### src/rtl/uart_rx_pkg.sv
// Shared types and helpers for the UART receive path.
package uart_rx_pkg;

  typedef enum logic [2:0] {
    IDLE   = 3'd0,
    START  = 3'd1,
    DATA   = 3'd2,
    PARITY = 3'd3,
    STOP   = 3'd4,
    LOAD   = 3'd5
  } rx_state_t;

  localparam int DEFAULT_DATA_BITS = 8;
  localparam int PARITY_MAX_W      = 16;

  // Returns 1 when the (zero-extended) bit group holds an odd number of ones.
  function automatic logic even_parity_bad(input logic [PARITY_MAX_W-1:0] bits);
    return ^bits;
  endfunction

endpackage

### src/rtl/uart_rx_core_stp_sr.sv
// flex_stp_sr: serial-to-parallel shift register, resets to all ones.
module flex_stp_sr #(
  parameter int NUM_BITS  = 8,
  parameter bit SHIFT_MSB = 1'b1
) (
  input  logic                clk,
  input  logic                n_rst,
  input  logic                shift_enable,
  input  logic                serial_in,
  output logic [NUM_BITS-1:0] parallel_out
);

  logic [NUM_BITS-1:0] shift_r;

  // Shift register; SHIFT_MSB=0 enters new bits at the MSB so the first bit ends at bit 0.
  always_ff @(posedge clk) begin
    if (!n_rst) begin
      shift_r <= {NUM_BITS{1'b1}};
    end else if (shift_enable) begin
      if (SHIFT_MSB) begin
        shift_r <= {shift_r[NUM_BITS-2:0], serial_in};
      end else begin
        shift_r <= {serial_in, shift_r[NUM_BITS-1:1]};
      end
    end else begin
      shift_r <= shift_r;
    end
  end

  assign parallel_out = shift_r;

endmodule

### src/rtl/uart_rx_core.sv
// 8N1 UART receiver with mid-bit sampling and ready/read handshake.
// Optional even parity bit enabled by defining UART_RX_PARITY_EN.
module uart_rx_core
  import uart_rx_pkg::*;
#(
  parameter int NUM_DATA_BITS = DEFAULT_DATA_BITS,
  parameter int CLKS_PER_BIT  = 10
) (
  input  logic                     clk,
  input  logic                     n_rst,
  input  logic                     serial_in,
  input  logic                     data_read,
  output logic [NUM_DATA_BITS-1:0] rx_data,
  output logic                     data_ready,
  output logic                     overrun_error,
  output logic                     framing_error,
  output logic                     parity_error
);

  localparam int BIT_CNT_W  = $clog2(CLKS_PER_BIT);
  localparam int DATA_CNT_W = $clog2(NUM_DATA_BITS + 1);
  localparam logic [BIT_CNT_W-1:0]  HALF_LAST = BIT_CNT_W'(CLKS_PER_BIT / 2 - 1);
  localparam logic [BIT_CNT_W-1:0]  BIT_LAST  = BIT_CNT_W'(CLKS_PER_BIT - 1);
  localparam logic [DATA_CNT_W-1:0] DATA_LAST = DATA_CNT_W'(NUM_DATA_BITS - 1);

  logic                     sync1_r, sync2_r, prev_r;
  logic                     start_edge_s, bit_last_s, shift_en_s, parity_ok_s;
  rx_state_t                state_r;
  logic [BIT_CNT_W-1:0]     bit_cnt_r;
  logic [DATA_CNT_W-1:0]    data_cnt_r;
  logic                     stop_bit_r;
  logic [NUM_DATA_BITS-1:0] shift_data_s;
  logic [NUM_DATA_BITS-1:0] rx_data_r;
  logic                     data_ready_r, overrun_r, framing_r, parity_err_r;

  // Two-flop synchronizer followed by the edge-detect history flop.
  always_ff @(posedge clk) begin
    if (!n_rst) begin
      sync1_r <= 1'b1;
      sync2_r <= 1'b1;
      prev_r  <= 1'b1;
    end else begin
      sync1_r <= serial_in;
      sync2_r <= sync1_r;
      prev_r  <= sync2_r;
    end
  end

  assign start_edge_s = prev_r & ~sync2_r;
  assign bit_last_s   = (bit_cnt_r == BIT_LAST);
  assign shift_en_s   = (state_r == DATA) && bit_last_s;

  flex_stp_sr #(
    .NUM_BITS  (NUM_DATA_BITS),
    .SHIFT_MSB (1'b0)
  ) u_shift (
    .clk          (clk),
    .n_rst        (n_rst),
    .shift_enable (shift_en_s),
    .serial_in    (sync2_r),
    .parallel_out (shift_data_s)
  );

`ifdef UART_RX_PARITY_EN
  logic parity_bit_r;

  // Captures the received parity bit mid-period.
  always_ff @(posedge clk) begin
    if (!n_rst) begin
      parity_bit_r <= 1'b0;
    end else if (state_r == PARITY && bit_last_s) begin
      parity_bit_r <= sync2_r;
    end else begin
      parity_bit_r <= parity_bit_r;
    end
  end

  assign parity_ok_s = ~even_parity_bad(PARITY_MAX_W'({parity_bit_r, shift_data_s}));
`else
  assign parity_ok_s = 1'b1;
`endif

  // Receive FSM, bit/data counters and registered handshake/error outputs.
  always_ff @(posedge clk) begin
    if (!n_rst) begin
      state_r      <= IDLE;
      bit_cnt_r    <= BIT_CNT_W'(0);
      data_cnt_r   <= DATA_CNT_W'(0);
      stop_bit_r   <= 1'b0;
      rx_data_r    <= NUM_DATA_BITS'(0);
      data_ready_r <= 1'b0;
      overrun_r    <= 1'b0;
      framing_r    <= 1'b0;
      parity_err_r <= 1'b0;
    end else begin
      case (state_r)
        IDLE: begin
          if (start_edge_s) begin
            bit_cnt_r    <= BIT_CNT_W'(0);
            data_cnt_r   <= DATA_CNT_W'(0);
            framing_r    <= 1'b0;
            parity_err_r <= 1'b0;
            state_r      <= START;
          end
        end
        START: begin
          if (bit_cnt_r == HALF_LAST) begin
            bit_cnt_r <= BIT_CNT_W'(0);
            // A line already back high at mid-start is a glitch.
            state_r   <= sync2_r ? IDLE : DATA;
          end else begin
            bit_cnt_r <= bit_cnt_r + BIT_CNT_W'(1);
          end
        end
        DATA: begin
          if (bit_last_s) begin
            bit_cnt_r  <= BIT_CNT_W'(0);
            data_cnt_r <= data_cnt_r + DATA_CNT_W'(1);
            if (data_cnt_r == DATA_LAST) begin
`ifdef UART_RX_PARITY_EN
              state_r <= PARITY;
`else
              state_r <= STOP;
`endif
            end
          end else begin
            bit_cnt_r <= bit_cnt_r + BIT_CNT_W'(1);
          end
        end
`ifdef UART_RX_PARITY_EN
        PARITY: begin
          if (bit_last_s) begin
            bit_cnt_r <= BIT_CNT_W'(0);
            state_r   <= STOP;
          end else begin
            bit_cnt_r <= bit_cnt_r + BIT_CNT_W'(1);
          end
        end
`endif
        STOP: begin
          if (bit_last_s) begin
            bit_cnt_r  <= BIT_CNT_W'(0);
            stop_bit_r <= sync2_r;
            state_r    <= LOAD;
          end else begin
            bit_cnt_r <= bit_cnt_r + BIT_CNT_W'(1);
          end
        end
        LOAD: begin
          state_r <= IDLE;
          if (stop_bit_r && parity_ok_s) begin
            rx_data_r    <= shift_data_s;
            data_ready_r <= 1'b1;
            if (data_ready_r && !data_read) begin
              overrun_r <= 1'b1;
            end
          end else begin
            framing_r    <= ~stop_bit_r;
            parity_err_r <= ~parity_ok_s;
          end
        end
        default: begin
          state_r <= IDLE;
        end
      endcase

      if (state_r != LOAD && data_read) begin
        data_ready_r <= 1'b0;
        overrun_r    <= 1'b0;
      end
    end
  end

  assign rx_data       = rx_data_r;
  assign data_ready    = data_ready_r;
  assign overrun_error = overrun_r;
  assign framing_error = framing_r;
  assign parity_error  = parity_err_r;

endmodule

### config.mk
export PLATFORM = sky130hd
export DESIGN_NAME = uart_rx_core
export DESIGN_NICKNAME = d
export VERILOG_FILES = /design/src/rtl/uart_rx_pkg.sv /design/src/rtl/uart_rx_core_stp_sr.sv /design/src/rtl/uart_rx_core.sv
export SDC_FILE = /design/constraint.sdc
export NUM_CORES = 1
export LEC_CHECK = 0
export BUFFER_PORTS_ARGS = -buffer_cell sky130_fd_sc_hd__buf_2
export CORE_MARGIN = 5
export CORE_UTILIZATION = 30
export CTS_BUF_LIST = sky130_fd_sc_hd__clkbuf_8
export DETAILED_ROUTE_END_ITERATION = 8
export PLACE_DENSITY_LB_ADDON = 0.08
export SYNTH_ARGS = -nofsm -noshare
export SYNTH_HDL_FRONTEND = slang
export SYNTH_HIERARCHICAL = 1
export SYNTH_SLANG_ARGS = --single-unit
### constraint.sdc
create_clock -name clk -period 2.25 [get_ports clk]
set_clock_uncertainty 0.05 [all_clocks]
set_input_delay 0.45 -clock clk [delete_from_list [all_inputs] [get_ports clk]]
set_output_delay 0.45 -clock clk [all_outputs]
set_load 0.01 [all_outputs]
==> run_results.csv <==
group,metric,value,unit
power,power_switching,257.9,uW
finish,drive_gt1_share,16.22,%
clock_tree,clk_latency,0.28,ns
power,ir_drop,0.3002,mV
route,drtPass1Iterations,4,
floorplanning,die_w,80.60,um
route,detail-route-antenna-nets,0,
worst_setup_path,rr_worst_depth,6,
timing,max-slew-margin-rel,66.43,%
power,swShare,22.85,%
placed_design,gp_congestion,0.7885,
finish,n_antenna_cell,0,
timing,hold_viol_final,0,
worst_setup_path,crit_path_end_kind,"flop",
route,wl_met2,1511,um
clock_tree,cts_tree,"yes",
worst_setup_path,crit_fanout,9,
finish,multi_input_area,748.2,sq um
clock_tree,clk_pin_slew,0.07,ns
finish,regArea,680.7,sq um
clock_tree,cts_resized,0,
status,run_status,"finished clean",
route,maxUsedRoutingLayer,"met4",
hold_path,hp-class,"input pin to flop",
timing,rsz0062_at_grt,"no",
route,wl_met1,1480,um
global_routing,grt_pass1_vias,1135,
route,drt_iter0_drc,51,
worst_setup_path,crit_path_start_kind,"flop",
synthesis,avgSynthCellArea,8.953,sq um
synthesis,syn_inst,167,
floorplanning,die_h,80.60,um
route,drt-total-wl,3126,um
floorplanning,rows,25,
run,cap_violations,0,
global_routing,antenna_found_initial,0,
finish,fill_cells,530,
finish,final_cell_mix,"dfxtp_1 (34), nand2_1 (32), a21oi_1 (15)",
clock_tree,numClockSinks,34,
global_routing,track_usage,10.79,%
clock_tree,cts_made_buffers,5,
synthesis,seq_area_frac_synth,45.52,%
clock_tree,post_cts_buffers,0,
route,route.met3.wl,87,um
power,power,1.129,mW
timing,setup_viol,0,
global_routing,grt_remaining_overflow,0,
global_routing,grt_max_degree,16,
power,p_seq_share,54.4,%
power,p_leak,0.6576,nW
synthesis,synth-seq-cells,34,
hold_path,min_path_cells,2,
floorplanning,die-area,6496,sq um
floorplanning,core-area,4786,sq um
clock_tree,cts.hold.buffers_added,0,
floorplanning,pin_count,16,
finish,final_common_cell,"dfxtp_1",
worst_setup_path,worstPathArrival,1.95,ns
synthesis,syn-num-nets,175,
synthesis,syn_area,1495,sq um
power,power_density,656.4,nW/um^2
route,vias,1144,
power,comb_power_share,4.0,%
timing,worst_pin_slew,0.4957,ns
clock_tree,ctsRootBufferMaster,"clkbuf_8",
worst_setup_path,path_class,"flop to flop",
power,p_clk_share,41.6,%
route,drc,0,
clock_tree,cts_max_level,2,
timing,fmax,0.5459,GHz
timing,fin_crit,1.832,ns
timing,slew_violations,0,
timing,fin_crit_sh,81.42,%
clock_tree,cts.path.max_buffers,2,
synthesis,ys_types,40,
finish,nets,192,
power,power.internal,870.6,uW
route,viasPerCell,4.540,
worst_setup_path,required,2.36,ns
timing,setup-tns-final,0,ns
placed_design,dp_hpwl,2288,um
route,wl_per_cell,12.40,um
finish,syn2layout_area_growth,14.98,%
global_routing,grt_pass1_wl,5340,um
placed_design,io_buffers,14,
floorplanning,start_util,31.24,%
finish,utilization,35.92,%
synthesis,yosys_warnings,6,
logic make-up after synthesis:
kind of cell	Yosys count	share of synthesized area, %
simple gates	78	27.03
flops	34	45.52
compound gates	26	11.63
buf+inv	12	4.434
mux	9	6.025
fa+ha+maj	4	3.347
xor+xnor	3	1.758
other cells	1	0.2508
registers in the layout (all words and copies together) (netlist names):
register / count
sync2_r: 1
framing_error: 1
bit_cnt_r: 4
data_cnt_r: 4
rx_data: 8
u_shift/parallel_out: 8
prev_r: 1
sync1_r: 1
overrun_error: 1
state_r: 3
data_ready: 1
stop_bit_r: 1
power groups by stage:
stage	Combinational (mW)	Sequential (mW)	Clock [mW]
floorplan	0.0350	0.624	0
global placement	0.0449	0.628	0
detailed placement	0.0458	0.628	0
CTS	0.0463	0.614	0.487
global route	0.0516	0.615	0.512
finish	0.0451	0.614	0.469
critical path, cell delays in order, from the launching register on:
cell	delay [ns]
dfxtp_1	0.42
ha_1	0.20
and3b_1	0.27
nand2_1	0.13
inv_1	0.34
mux2i_1	0.25
nand2_1	0.06
per-stage QoR:
stage          area [sq um]  std cells  setup slack [ns]  hold slack [ns]
2_1_floorplan          1495        167            0.7288           0.3363
3_5_place_dp           1624        244            0.4188           0.3510
5_1_grt                1719        252            0.1961           0.2943
4_1_cts                1719        252            0.3968           0.2968
3_3_place_gp           1624        244            0.4313           0.3507
6_report               1719        252            0.4180           0.3046
path summary, 6_finish.rpt:
check / slack (ns) / to / start
worst max-delay path: 0.42 / u_shift/parallel_out[7]$_SDFFE_PN1P_ / bit_cnt_r[0]$_SDFFE_PN0P_
worst min-delay path: 0.30 / sync1_r$_SDFF_PN1_ / serial_in
worst max register to register: 0.42 / u_shift/parallel_out[7]$_SDFFE_PN1P_ / bit_cnt_r[0]$_SDFFE_PN0P_
worst min register to register: 0.37 / sync2_r$_SDFF_PN1_ / sync1_r$_SDFF_PN1_
metal layers:
layer,up-vias,GRT usage [%]
li1,598,-
met2,10,17.96
met1,532,12.86
met3,4,3.363
met5,-,0
met4,0,4.223
cell usage after synthesis (all sizes together):
cell type | instances | share of area (%)
dfxtp | 34 | 46
nor3 | 2 | 1.0
xor2 | 1 | 0.59
o21ai | 2 | 0.67
or3b | 2 | 1.3
nand3 | 7 | 2.3
o32ai | 1 | 1.8
o311a | 1 | 0.67
nand4b | 1 | 1.0
a31oi | 2 | 0.84
a22oi | 1 | 0.50
a21oi | 15 | 5.0
xnor2 | 2 | 1.2
nor3b | 3 | 1.5
clkinv | 1 | 0.25
nand2b | 3 | 1.3
and3b | 2 | 1.2
nor2b | 3 | 1.3
and4b | 1 | 0.67
nor4bb | 1 | 0.67
inv | 4 | 1.0
or2 | 1 | 0.42
nand2 | 32 | 8.0
o311ai | 1 | 0.59
nor2 | 15 | 3.9
a211oi | 1 | 0.50
nand3b | 4 | 2.0
conb | 1 | 0.25
or3 | 1 | 0.42
mux2i | 9 | 6.0
clkbuf | 1 | 0.25
buf | 6 | 2.9
o21a | 2 | 1.0
ha | 4 | 3.3
final cells by class:
type,instances,share of cell area [%]
well taps,67,4.876
repair buffers,17,5.386
inverters,5,1.092
clock inverters,2,0.7278
flip-flops and latches,34,39.59
multi-input cells,121,43.52
clock buffers,6,4.803
Power figures use the tool's default switching activity.
